File: src/rtl/multicycle_pkg.sv
// ============================================================================
// multicycle_pkg
// Shared state, opcode and datapath-select encodings for the multi-cycle MIPS.
// Rev 1.0 - initial release
// ============================================================================
`default_nettype none

package multicycle_pkg;

  typedef enum logic [3:0] {
    S_RESET    = 4'd0,
    S_FETCH    = 4'd1,
    S_DECODE   = 4'd2,
    S_EXEC     = 4'd3,
    S_ALU_WB   = 4'd4,
    S_MEM_ADDR = 4'd5,
    S_MEM_RD   = 4'd6,
    S_MEM_WB   = 4'd7,
    S_MEM_WR   = 4'd8,
    S_BRANCH   = 4'd9,
    S_JUMP     = 4'd10,
    S_TRAP     = 4'd11
  } state_e;

  localparam logic [5:0] OP_RTYPE = 6'h00;
  localparam logic [5:0] OP_LW    = 6'h23;
  localparam logic [5:0] OP_SW    = 6'h2B;
  localparam logic [5:0] OP_BEQ   = 6'h04;
  localparam logic [5:0] OP_J     = 6'h02;

  localparam logic [1:0] ALU_ADD   = 2'b00;
  localparam logic [1:0] ALU_SUB   = 2'b01;
  localparam logic [1:0] ALU_FUNCT = 2'b10;

  localparam logic       SRCA_PC  = 1'b0;
  localparam logic       SRCA_RD1 = 1'b1;

  localparam logic [1:0] SRCB_RD2     = 2'd0;
  localparam logic [1:0] SRCB_FOUR    = 2'd1;
  localparam logic [1:0] SRCB_IMM     = 2'd2;
  localparam logic [1:0] SRCB_IMM_SH2 = 2'd3;

  localparam logic [1:0] PC_ALU    = 2'd0;
  localparam logic [1:0] PC_ALUOUT = 2'd1;
  localparam logic [1:0] PC_JUMP   = 2'd2;

  function automatic state_e decode_next(input logic [5:0] op);
    case (op)
      OP_RTYPE:     decode_next = S_EXEC;
      OP_LW, OP_SW: decode_next = S_MEM_ADDR;
      OP_BEQ:       decode_next = S_BRANCH;
      OP_J:         decode_next = S_JUMP;
      default:      decode_next = S_TRAP;
    endcase
  endfunction

endpackage

`default_nettype wire

File: src/rtl/multicycle_control.sv
// ============================================================================
// multicycle_control
// Moore sequencer driving the shared-memory, shared-ALU multi-cycle datapath.
// Rev 1.0 - initial release
// ============================================================================
`default_nettype none

module multicycle_control
  import multicycle_pkg::*;
#(
  parameter int CNT_W = 32
) (
  input  logic             clk,
  input  logic             rst_n,
  input  logic [5:0]       instrn_opcode,
  input  logic             zero_out,
  input  logic             mem_ready,
  output logic             mem_req,
  output logic             iord,
  output logic             mem_write_en,
  output logic             ir_write_en,
  output logic             pc_write_en,
  output logic [1:0]       pc_src,
  output logic             alu_src_a,
  output logic [1:0]       alu_src_b,
  output logic [1:0]       alu_op,
  output logic             reg_write_en,
  output logic             reg_dst,
  output logic             mem_to_reg,
  output logic             trap,
  output logic [CNT_W-1:0] retired_count
);

  state_e           state_q, state_d;
  logic [CNT_W-1:0] count_q, count_d;
  logic             retire;

  always_comb begin
    state_d = state_q;
    case (state_q)
      S_RESET:    state_d = S_FETCH;
      S_FETCH:    if (mem_ready) state_d = S_DECODE;
      S_DECODE:   state_d = decode_next(instrn_opcode);
      S_EXEC:     state_d = S_ALU_WB;
      S_ALU_WB:   state_d = S_FETCH;
      S_MEM_ADDR: begin
        if (instrn_opcode == OP_LW)      state_d = S_MEM_RD;
        else if (instrn_opcode == OP_SW) state_d = S_MEM_WR;
        else                             state_d = S_TRAP;
      end
      S_MEM_RD:   if (mem_ready) state_d = S_MEM_WB;
      S_MEM_WB:   state_d = S_FETCH;
      S_MEM_WR:   if (mem_ready) state_d = S_FETCH;
      S_BRANCH:   state_d = S_FETCH;
      S_JUMP:     state_d = S_FETCH;
      S_TRAP:     state_d = S_TRAP;
      default:    state_d = S_RESET;
    endcase
  end

  // Only mem_ready (FETCH, MEM_WR) and zero_out (BRANCH) leak through combinationally.
  always_comb begin
    mem_req      = 1'b0;
    iord         = 1'b0;
    mem_write_en = 1'b0;
    ir_write_en  = 1'b0;
    pc_write_en  = 1'b0;
    pc_src       = PC_ALU;
    alu_src_a    = SRCA_PC;
    alu_src_b    = SRCB_RD2;
    alu_op       = ALU_ADD;
    reg_write_en = 1'b0;
    reg_dst      = 1'b0;
    mem_to_reg   = 1'b0;
    trap         = 1'b0;
    retire       = 1'b0;
    case (state_q)
      S_FETCH: begin
        mem_req = 1'b1;
        if (mem_ready) begin
          ir_write_en = 1'b1;
          pc_write_en = 1'b1;
          alu_src_b   = SRCB_FOUR;
        end
      end
      S_DECODE:   alu_src_b = SRCB_IMM_SH2;
      S_EXEC: begin
        alu_src_a = SRCA_RD1;
        alu_op    = ALU_FUNCT;
      end
      S_ALU_WB: begin
        reg_write_en = 1'b1;
        reg_dst      = 1'b1;
        retire       = 1'b1;
      end
      S_MEM_ADDR: begin
        alu_src_a = SRCA_RD1;
        alu_src_b = SRCB_IMM;
      end
      S_MEM_RD: begin
        mem_req = 1'b1;
        iord    = 1'b1;
      end
      S_MEM_WB: begin
        reg_write_en = 1'b1;
        mem_to_reg   = 1'b1;
        retire       = 1'b1;
      end
      S_MEM_WR: begin
        mem_req      = 1'b1;
        iord         = 1'b1;
        mem_write_en = 1'b1;
        retire       = mem_ready;
      end
      S_BRANCH: begin
        alu_src_a   = SRCA_RD1;
        alu_op      = ALU_SUB;
        pc_src      = PC_ALUOUT;
        pc_write_en = zero_out;
        retire      = 1'b1;
      end
      S_JUMP: begin
        pc_src      = PC_JUMP;
        pc_write_en = 1'b1;
        retire      = 1'b1;
      end
      S_TRAP:  trap = 1'b1;
      default: ;
    endcase
  end

  always_comb count_d = retire ? count_q + CNT_W'(1) : count_q;

  always_ff @(posedge clk) begin
    if (!rst_n) begin
      state_q <= S_RESET;
      count_q <= '0;
    end else begin
      state_q <= state_d;
      count_q <= count_d;
    end
  end

  assign retired_count = count_q;

endmodule

`default_nettype wire
File: config.mk
export PLATFORM = sky130hd
export DESIGN_NAME = multicycle_control
export DESIGN_NICKNAME = d
export VERILOG_FILES = /design/src/rtl/multicycle_pkg.sv /design/src/rtl/multicycle_control.sv
export SDC_FILE = /design/constraint.sdc
export NUM_CORES = 1
export LEC_CHECK = 0
export ABC_AREA = 1
export CORE_MARGIN = 10
export CORE_UTILIZATION = 50
export DETAILED_ROUTE_END_ITERATION = 12
export MAX_ROUTING_LAYER = met4
export PLACE_DENSITY = 0.84
export SYNTH_ARGS = -nofsm -noshare
export SYNTH_HDL_FRONTEND = slang
export SYNTH_SLANG_ARGS = --single-unit
File: constraint.sdc
create_clock -name clk -period 1.7 [get_ports clk]
set_input_delay 0.34 -clock clk [delete_from_list [all_inputs] [get_ports clk]]
set_output_delay 0.34 -clock clk [all_outputs]
set_load 0.005 [all_outputs]
---- After elaboration in Yosys (flattened, before gate mapping) ----
Index checks and enable logic that the tools add are counted.
word-level totals
  flip-flop bits (word level) ............. 36
  output and inout port bits .............. 48
cells by class
  add/sub/neg operators ................... 1
  reduce and logical (&&, ||, !) cells .... 10
  eq/ne operators ......................... 18
  multiplexer cells ....................... 23
operator list
  kind                   count
  $add 32x1->32 const B  1
  $pmux 4 s8             1
  $eq 4x3->1 const B     4
  $eq 4x4->1 const B     4
  $mux 4                 4
  $pmux 4 s4             1
  $eq 6x6->1 const B     2
  $mux 1                 11
  $eq 4x2->1 const B     2
  $pmux 2 s2             2
  $eq 6x2->1 const B     1
  $eq 6x3->1 const B     1
  $logic_not 6->1        1
  $ne 2x2->1 const B     3
  $pmux 2 s3             1
  $reduce_or 2->1        3
  $reduce_or 3->1        2
  $reduce_or 5->1        1
  $eq 4x1->1 const B     1
  $logic_not 4->1        1
  $reduce_or 4->1        1
  $pmux 1 s3             1
  $reduce_and 3->1       1
  $mux 2                 1
  $pmux 1 s2             1

---- Longest topological paths before layout ----
Gate-level depths: netlist (run 1).
  word-level depth ........................ 4
  gate-level depth with buffers ........... 10
  gate-level depth less buffers ........... 10

---- Worst setup path after synthesis (run 1) ----
No wires, ideal clock.
  kind .................................... reg2reg
  from .................................... register count_q[0], in the netlist retired_count[0]
  to ...................................... register count_q[10], in the netlist retired_count[10]
  setup time .............................. 119 ps
  required time ........................... 1581 ps
  cell stages (with the launch flop) ...... 9
  slack ................................... 251 ps
  arrival time ............................ 1330 ps
  period minus slack after synthesis ...... 1449 ps
  path buffers ............................ 0
  cells stage by stage .................... dfxtp_1 > ha_1 > nand3_1 > inv_1 > nand2_1 > nor2_2 > nand2_2 > o21ai_0 > a21oi_1
on the way
  cells in the longest elaborated chain, start to end .. 1
RTL lines
  element                 line                       text
  start, declared         multicycle_control.sv:35   logic [CNT_W-1:0] count_q, count_d;
  start signal, assigned  multicycle_control.sv:140  count_q <= count_d;
  $add 32x1->32           multicycle_control.sv:132  always_comb count_d = retire ? count_q + CNT_W'(1) : count_q;
No other way between the ends.
A chain may end at the register's enable or synchronous reset.

---- Worst setup path after layout (run 1) ----
  from .................................... register state_q[3]
  to ...................................... output port alu_src_a
on the way
  cells in the longest elaborated chain, start to end .. 3
RTL lines
  element                                   line                       text
  start, declared                           multicycle_control.sv:34   state_e state_q, state_d;
  start signal, assigned                    multicycle_control.sv:139  state_q <= state_d;
  $eq 4x4->1, or another cell as far along  multicycle_control.sv:77   case (state_q)
  $reduce_or 3->1 (no source line) *        n/a
  $mux 1 *                                  multicycle_control.sv:77
  end, declared                             multicycle_control.sv:24   output logic alu_src_a,
Every way passes the cells marked *; elsewhere a longest branch is shown, timed or not.

==> run metrics, run 1 <==
status complete, but fails checks; failing checks negative setup slack; Reg-to-Reg End retired_count[0]; Area Overhead vs Synth 45.6%; Synth cell types 29; initial core utilization 0.518; met1 Use GR 0.228; gr busiest metal met2; top cells by area, synth dfxtp_1 29%, nand2_1 24%, nor2_1 12%; pwr dens 818 nW/um^2; CTS tree built; ratio of cells with drive above 1 in the final layout 0.169; worst-path fanout max 4; H-tree depth 2; Seq cells post-synth 36; I/O Buffers 57; Period minus WS final 1.74 ns; CTS Root Cell clkbuf_8; Die H 90.2 um; CTS Buf Count 5; final worst setup slack -0.0447 ns; final max-slew violation count 0; Residual DRC 0; core area 4750 sq um; Worst-Margin Slew 0.441 ns; initial antenna violation count 0; worst reg2reg startpoint state_q[0]; YS warnings 0; crit path launch state_q[3]; Final setup viols 1; biggest area consumer among synthesized cells dfxtp_1; # diodes 0; overall global routing resource usage 0.196; Final Skew 0.00798 ns; worst reg2reg path depth 10; die width 90.2 um; final net count about 530; element type at the critical path start flip-flop; Multi-input gate area 1650 sq um; vias in the first global route 2939; leakage power 1.50 nW; slew margin rel. 0.704; top-count cell post-synth nand2_1; vias post-DR around 3200; area fraction of the dominant cell type after synthesis 0.293; critical path type reg -> out; first-pass GRT wire length 13.4 mm; DRT antenna net count 0; Fillers 387; Reg clk slew, reported paths 0.07 ns; die area between 8000 and 9000 sq um; maximum VDD drop between 500 and 600 uV; R2R setup slack 0.03 ns; crit path DAT roughly 1.4 ns; TritonCTS sink count 36; Routed wire per std cell 15.2 um; commonest cells in the netlist 155 x nand2_1, 80 x nor2_1, 42 x inv_1; Setup crit end alu_src_a; worst-skew pair later-pin latency ~0.29 ns; Place WS -0.309 ns; RSZ-0062 raised after global routing true; gr ovfl total 0; Vias/cell 5.45; 1st-iter DRT viols between 300 and 400; Seq/Total Area, Yosys 0.293; GP Congestion a little over 0.9; mapped cell area roughly 2500 sq um; syn_area_per_cell around 5.7 sq um; Crit. End Element primary output; Post-Synthesis Cells 430; pin count of the biggest net entering global routing 32; Clock Tree Buf Depth 2; Sequential Area 737 sq um; required time of the critical path approximately 1.4 ns; Max-Cap Viols 0; Final period util 1.03; drt total wl 8.93 mm; Synth Flop Type dfxtp_1; max frequency roughly 570 MHz; drt first pass iters 8; syn_nets 441; EDFF count, synth 0; Post-CTS Hold Fix Bufs 0; WHS between 0.4 and 0.5 ns; GRT met2 Usage 0.340; IO Count 58; Hold WC Path Type reg -> reg; Final HPWL DP 5.95 mm; Async SR Flop Fraction 0; final hold violation count 0; met3 GRT Util 0.0274; FP Rows 25
==> how the worst min path moves through the flow <==
stage,endpoint,cells past startpoint,from
6_report,retired_count[31],2,retired_count[31]
5_1_grt,retired_count[30],2,retired_count[30]
4_1_cts,retired_count[31],2,retired_count[31]
3_5_place_dp,retired_count[31],2,retired_count[31]
3_3_place_gp,retired_count[31],2,retired_count[31]
2_1_floorplan,retired_count[17],2,retired_count[17]
==> per-stage QoR <==
step,instances,TNS (ns),utilization,area (sq um),power [mW]
3_3_place_gp,569,-0.654,0.682,3240,1.92
4_1_cts,580,-0.738,0.717,3410,2.64
5_1_grt,588,-0.439,0.754,3580,3.07
3_5_place_dp,569,-1.60,0.682,3240,1.95
6_report,588,-0.0447,0.754,3580,2.93
2_1_floorplan,430,0,-,2460,1.47
==> sequential cells by signal, indices dropped and copies added (netlist names) <==
signal / count
state_q: 4
retired_count: 32
==> area by class of cell <==
class | count | share of cell area
clock buffers | 8 | 0.0251
inverters | 43 | 0.0485
multi-input cells | 343 | 0.460
flip-flops and latches | 36 | 0.206
well taps | 67 | 0.0234
repair buffers | 91 | 0.237
==> worst max-delay path, cell delays in order (launching register included) <==
cell           delay, ns
dfxtp_4             0.37
nor2_4              0.15
inv_1               0.10
nor2_2              0.13
nor2_1              0.06
nand2_1             0.06
dlygate4sd2_1       0.25
==> cells in the final DEF (no fill, tap or decap), types with 5 or more instances in the layout <==
cell,count
a21oi_1,29
buf_4,31
clkbuf_8,6
clkdlybuf4s50_1,41
dfxtp_1,29
dlygate4sd2_1,9
inv_1,37
inv_2,5
nand2_1,149
nand2_4,5
nand3_1,20
nand3b_1,10
nand4_1,8
nor2_1,67
nor2_2,10
nor2_4,10
nor3_1,6
o21ai_0,7
==> timing repair <==
action | 4_1_cts | 5_1_grt
setup endpoints to repair | 16 | 23
gates cloned | 0 | 2
resized for setup | 39 | 38
buffers inserted | 3 | 6
pin swaps | 5 | 6
==> routing by layer <==
| metal | vias up | share of wire |
|---|---|---|
| li1 | 1542 | - |
| met1 | 1435 | 0.39 |
| met3 | 40 | 0.081 |
| met2 | 189 | 0.48 |
| met4 | 0 | 0.041 |
| met5 | - | 0 |
==> power breakdown <==
part | total, mW | switching, mW | internal, mW
sequential | 0.968 | 0.0642 | 0.904
clock | 0.635 | 0.305 | 0.331
combinational | 1.33 | 0.743 | 0.584
==> kinds of logic after synthesis <==
family,count (synthesis),synth area share
xor+xnor,5,0.0178
simple gates,294,0.503
buf+inv,51,0.0899
fa+ha+maj,1,0.00508
flops,36,0.293
compound gates,43,0.0915
(Power assumes the default switching activity.)
==> inputs of run 2 (changes only) <==
Clock period 1.7 ns to 1.63 ns, I/O delays scaled along.
==> run metrics, run 2 (same netlist as run 1, synthesis figures left out) <==
R2R setup slack -0.08 ns (-0.11 ns); I/O Buffers 57 (unchanged); Reg-to-Reg End retired_count[27]; crit path launch state_q[2]; Die H 90.2 um (unchanged); Final setup viols 23 (+22); slew margin rel. 0.388 (-0.316); core area 4750 sq um (unchanged); vias post-DR 3498 (+9.1%); required time of the critical path 1.30 ns (-0.06 ns); drt first pass iters 7 (-1); max FFs per register 32 (unchanged); ratio of cells with drive above 1 in the final layout 0.295 (+0.126); element type at the critical path start flip-flop; overall global routing resource usage 0.203 (+0.00654); RSZ-0062 raised after global routing true; Crit. End Element primary output; worst-skew pair later-pin latency 0.30 ns (about the same); failing checks negative setup slack; H-tree depth 2 (unchanged); Area Overhead vs Synth 55.0%; Post-CTS Hold Fix Bufs 0 (unchanged); Max-Cap Viols 0 (unchanged); max frequency 573 MHz; final worst setup slack -0.114 ns (-0.0692 ns); Residual DRC 0 (unchanged); initial antenna violation count 0 (unchanged); Final Skew 0.00662 ns (-0.00136 ns); leakage power 1.57 nW (+4.3%); crit path DAT 1.42 ns (+0.02 ns); Period minus WS final 1.74 ns; Worst-Margin Slew 0.918 ns (+0.477 ns); Routed wire per std cell 17.0 um (+12%); pin count of the biggest net entering global routing 26 (-19%); 1st-iter DRT viols 435 (+21%); worst reg2reg path depth 9 (-1); CTS Buf Count 5 (unchanged); TritonCTS sink count 36 (unchanged); worst reg2reg startpoint retired_count[24]; critical path type reg -> out; GP Congestion 0.925 (+0.37%); Pwr Total 3.39 mW (+16%); Setup crit end alu_src_a; Final HPWL DP 6.00 mm (+0.78%); FP Rows 25 (unchanged); Clock Tree Buf Depth 2 (unchanged); CTS Root Cell clkbuf_8; commonest non-fill, non-tap cells in the layout 142 x nand2_1, 63 x nor2_1, 40 x clkdlybuf4s50_1, 38 x buf_4, 31 x inv_1; status complete, but fails checks; worst-path fanout max 4 (unchanged); Reg clk slew, reported paths 0.07 ns (about the same); commonest non-fill, non-tap cell in the layout nand2_1; IO Count 58 (unchanged); drt total wl 10.2 mm (+14%); final net count 543 (+2.3%); Final period util 1.07; # diodes 0 (unchanged); post-layout util 0.803 (+0.0489); maximum VDD drop 687 uV (+24%); Place WS -0.364 ns (-0.0546 ns); Fillers 321 (-17%); initial core utilization 0.518 (unchanged); gr ovfl total 0 (unchanged); vias in the first global route 2915 (-0.82%); DRT antenna net count 0 (unchanged); Vias/cell 5.84 (+7.1%); CTS tree built; pwr dens 887 nW/um^2 (+8.5%); die area 8130 sq um (unchanged); final max-slew violation count 0 (unchanged); first-pass GRT wire length 13.6 mm (+1.4%); final hold violation count 0 (unchanged); Hold WC Path Type reg -> reg; die width 90.2 um (unchanged)
==> run 2: cell types whose count changed in the layout (fill, tap and decap cells not counted), sizes merged <==
cell / delta
buf: +20
clkbuf: -2
clkdlybuf4s50: -1
dlygate4sd2: -5
dlymetal6s2s: -2
inv: +1
==> run 2: final cells by class <==
class                   count  area (sq um)  area share
clock inverters             1          5.00     0.00131
clock buffers               6          72.6      0.0190
repair buffers            103           923       0.242
flip-flops and latches     36           762       0.200
inverters                  43           193      0.0505
well taps                  67          83.8      0.0220
multi-input cells         343          1780       0.466
==> run 2: how the worst min path moves through the flow <==
stage	cells past startpoint	to	startpoint
floorplan	2	retired_count[0]	rst_n
global placement	2	retired_count[31]	retired_count[31]
detailed placement	2	retired_count[31]	retired_count[31]
CTS	2	retired_count[31]	retired_count[31]
global route	2	retired_count[17]	retired_count[17]
finish	2	retired_count[28]	retired_count[28]
==> run 2: worst max-delay path, stage by stage (launching register included) <==
cell and delay (ns):
dfxtp_4 0.38, buf_6 0.12, nor2_4 0.13, inv_2 0.09, nor2_4 0.13, nor2_1 0.07
nand2_1 0.07, buf_2 0.13
==> run 2: power breakdown <==
part / switching, mW / internal [mW] / total, mW / leakage [nW]
Combinational: 0.924 / 0.796 / 1.72 / 1.22
Clock: 0.337 / 0.291 / 0.628 / 0.0410
Sequential: 0.0943 / 0.945 / 1.04 / 0.305
==> run 2: stage by stage <==
step           setup TNS, ns  area, sq um  hold slack, ns  instances
5_1_grt                -2.35         3820           0.519        599
3_5_place_dp           -3.38         3290           0.490        575
6_report               -1.00         3820           0.496        599
4_1_cts               -0.261         3490           0.500        588
3_3_place_gp           -2.17         3290           0.483        575
2_1_floorplan              0         2460           0.464        430
==> run 2: what timing repair did <==
item	CTS	global route
gates cloned	0	2
hold endpoints to repair	0	0
setup endpoints to repair	34	54
pin swaps	10	18
buffers inserted	6	9
resized for setup	86	92
==> run 2: per-layer routing <==
metal | GRT usage | wire (um) | vias up
met2 | 0.353 | 4870 | 283
met4 | 0.0809 | 615 | 0
met1 | 0.221 | 3630 | 1570
met3 | 0.0416 | 1040 | 81
met5 | - | 0 | -
li1 | - | - | 1564
==> inputs of run 3 (changes only) <==
Settings changed: GPL_ROUTABILITY_DRIVEN from default to 0, PLACE_DENSITY 0.84 to default, PLACE_DENSITY_LB_ADDON from default to 0.1.
==> run metrics, run 3 (same netlist as run 1, synthesis figures left out) <==
final worst setup slack -0.0895 ns (+0.0243 ns); # diodes 0 (unchanged); Routed wire per std cell 14.7 um (-13%); crit path DAT 1.39 ns (-0.03 ns); Final period util 1.05 (-0.0149); die width 90.2 um (unchanged); CTS tree built; Max-Cap Viols 0 (unchanged); Period minus WS final 1.72 ns (-0.0243 ns); Vias/cell 5.38 (-7.8%); core area 4750 sq um (unchanged); max frequency 582 MHz (+1.4%); worst-skew pair later-pin latency 0.30 ns (about the same); pwr dens 858 nW/um^2 (-3.3%); crit path cell chain nand2_4, inv_1, nand2_2, buf_4, buf_6, nand3_2, buf_2; gr ovfl total 0 (unchanged); pin count of the biggest net entering global routing 23 (-12%); required time of the critical path 1.30 ns (about the same); Final setup viols 9 (-61%); final max-slew violation count 0 (unchanged); IO Count 58 (unchanged); status complete, but fails checks; max FFs per register 32 (unchanged); maximum VDD drop 924 uV (+34%); final hold violation count 0 (unchanged); Total Neg Setup Slack -0.263 ns (+0.741 ns); leakage power 1.50 nW (-4.2%); drt total wl 8.75 mm (-14%); CTS Buf Count 5 (unchanged); initial antenna violation count 0 (unchanged); Residual DRC 0 (unchanged); drt first pass iters 5 (-2); RSZ-0062 raised after global routing true; Sequential Area 751 sq um (-1.5%); Crit. End Element primary output; Final Skew 0.00657 ns (-0.0000485 ns); Hold WC Path Type reg -> reg; overall global routing resource usage 0.193 (-0.00960); worst-path fanout max 4 (unchanged); worst stage delay on the critical path 0.43 ns (+0.05 ns); commonest non-fill, non-tap cells in the layout 146 x nand2_1, 63 x nor2_1, 41 x clkdlybuf4s50_1, 33 x inv_1, 33 x buf_4; Area Overhead vs Synth 50.7%; post-layout util 0.781 (-0.0224); die area 8130 sq um (unchanged); Reg clk slew, reported paths 0.08 ns (about the same); vias post-DR 3198 (-8.6%); Final HPWL DP 5.97 mm (-0.42%); 1st-iter DRT viols 323 (-26%); I/O Buffers 57 (unchanged); Fillers 364 (+13%); FP Rows 25 (unchanged); Die H 90.2 um (unchanged); Multi-input gate area 1730 sq um (-2.7%); TritonCTS sink count 36 (unchanged); ratio of cells with drive above 1 in the final layout 0.250 (-0.0446); slew margin rel. 0.738 (+0.350); first-pass GRT wire length 13.1 mm (-3.7%); H-tree depth 2 (unchanged); failing checks negative setup slack; DRT antenna net count 0 (unchanged); CTS Root Cell clkbuf_8; initial core utilization 0.518 (unchanged); slowest CP cell dfxtp_4; element type at the critical path start flip-flop; Worst-Margin Slew 0.390 ns (-0.527 ns); Clock Tree Buf Depth 2 (unchanged); final net count 537 (-1.1%); commonest non-fill, non-tap cell in the layout nand2_1; critical path type reg -> out; vias in the first global route 2887 (-0.96%)
-- run 3: changes by cell type in the layout (fill, tap and decap cells not counted), moves of 3 or more --
cell | previous run | this run
a21oi_1 | 23 | 28
nand2_1 | 142 | 146
a21oi_2 | 6 | 1
dfxtp_1 | 9 | 18
buf_4 | 38 | 33
dfxtp_2 | 24 | 15
inv_4 | 4 | 1
-- run 3: layout make-up --
cell class	count	share of cell area
multi-input combinational	343	0.466
timing repair buffer	97	0.236
sequential	36	0.202
inverter	43	0.0475
tap	67	0.0226
clock buffer	6	0.0223
clock inverter	2	0.00270
-- run 3: critical path, delay by kind of cell (launching register included) --
family                 cells  cell delay [ns]
flip-flops                 1             0.43
AND/OR/NAND/NOR            3             0.23
buffers and inverters      4             0.43
-- run 3: per-stage QoR --
stage	worst slack, ns	hold WS [ns]	instances	area, sq um	power (mW)
2_1_floorplan	0.181	0.464	430	2460	1.53
3_3_place_gp	-0.288	0.484	575	3300	2.02
3_5_place_dp	-0.317	0.501	575	3300	2.03
4_1_cts	-0.240	0.512	586	3500	2.81
5_1_grt	-0.139	0.504	594	3710	3.33
6_report	-0.0895	0.481	594	3710	3.18
-- run 3: path summary, 6_finish.rpt --
path	start	to	slack, ns	cells after the start
setup reg to reg	state_q[0]	retired_count[28]	-0.03	11
hold reg to reg	retired_count[17]	retired_count[17]	0.48	2
hold / removal	retired_count[17]	retired_count[17]	0.48	2
setup / recovery	state_q[0]	mem_req	-0.09	7
-- run 3: repair_timing --
item	in CTS	in global routing
hold buffers	0	0
pin swaps	8	15
resized for setup	71	70
buffers inserted	3	7
endpoints found under the setup margin	22	51
gates cloned	0	1
-- run 3: routing by layer --
layer,GRT usage,routed length (um)
met5,-,0
met4,0.0690,245
met3,0.0449,803
met2,0.318,4230
met1,0.225,3470
-- run 3: power breakdown --
group          internal [mW]  leakage [nW]  switching (mW)
clock network          0.338        0.0510           0.346
logic                  0.672          1.15           0.801
registers              0.944         0.300          0.0826
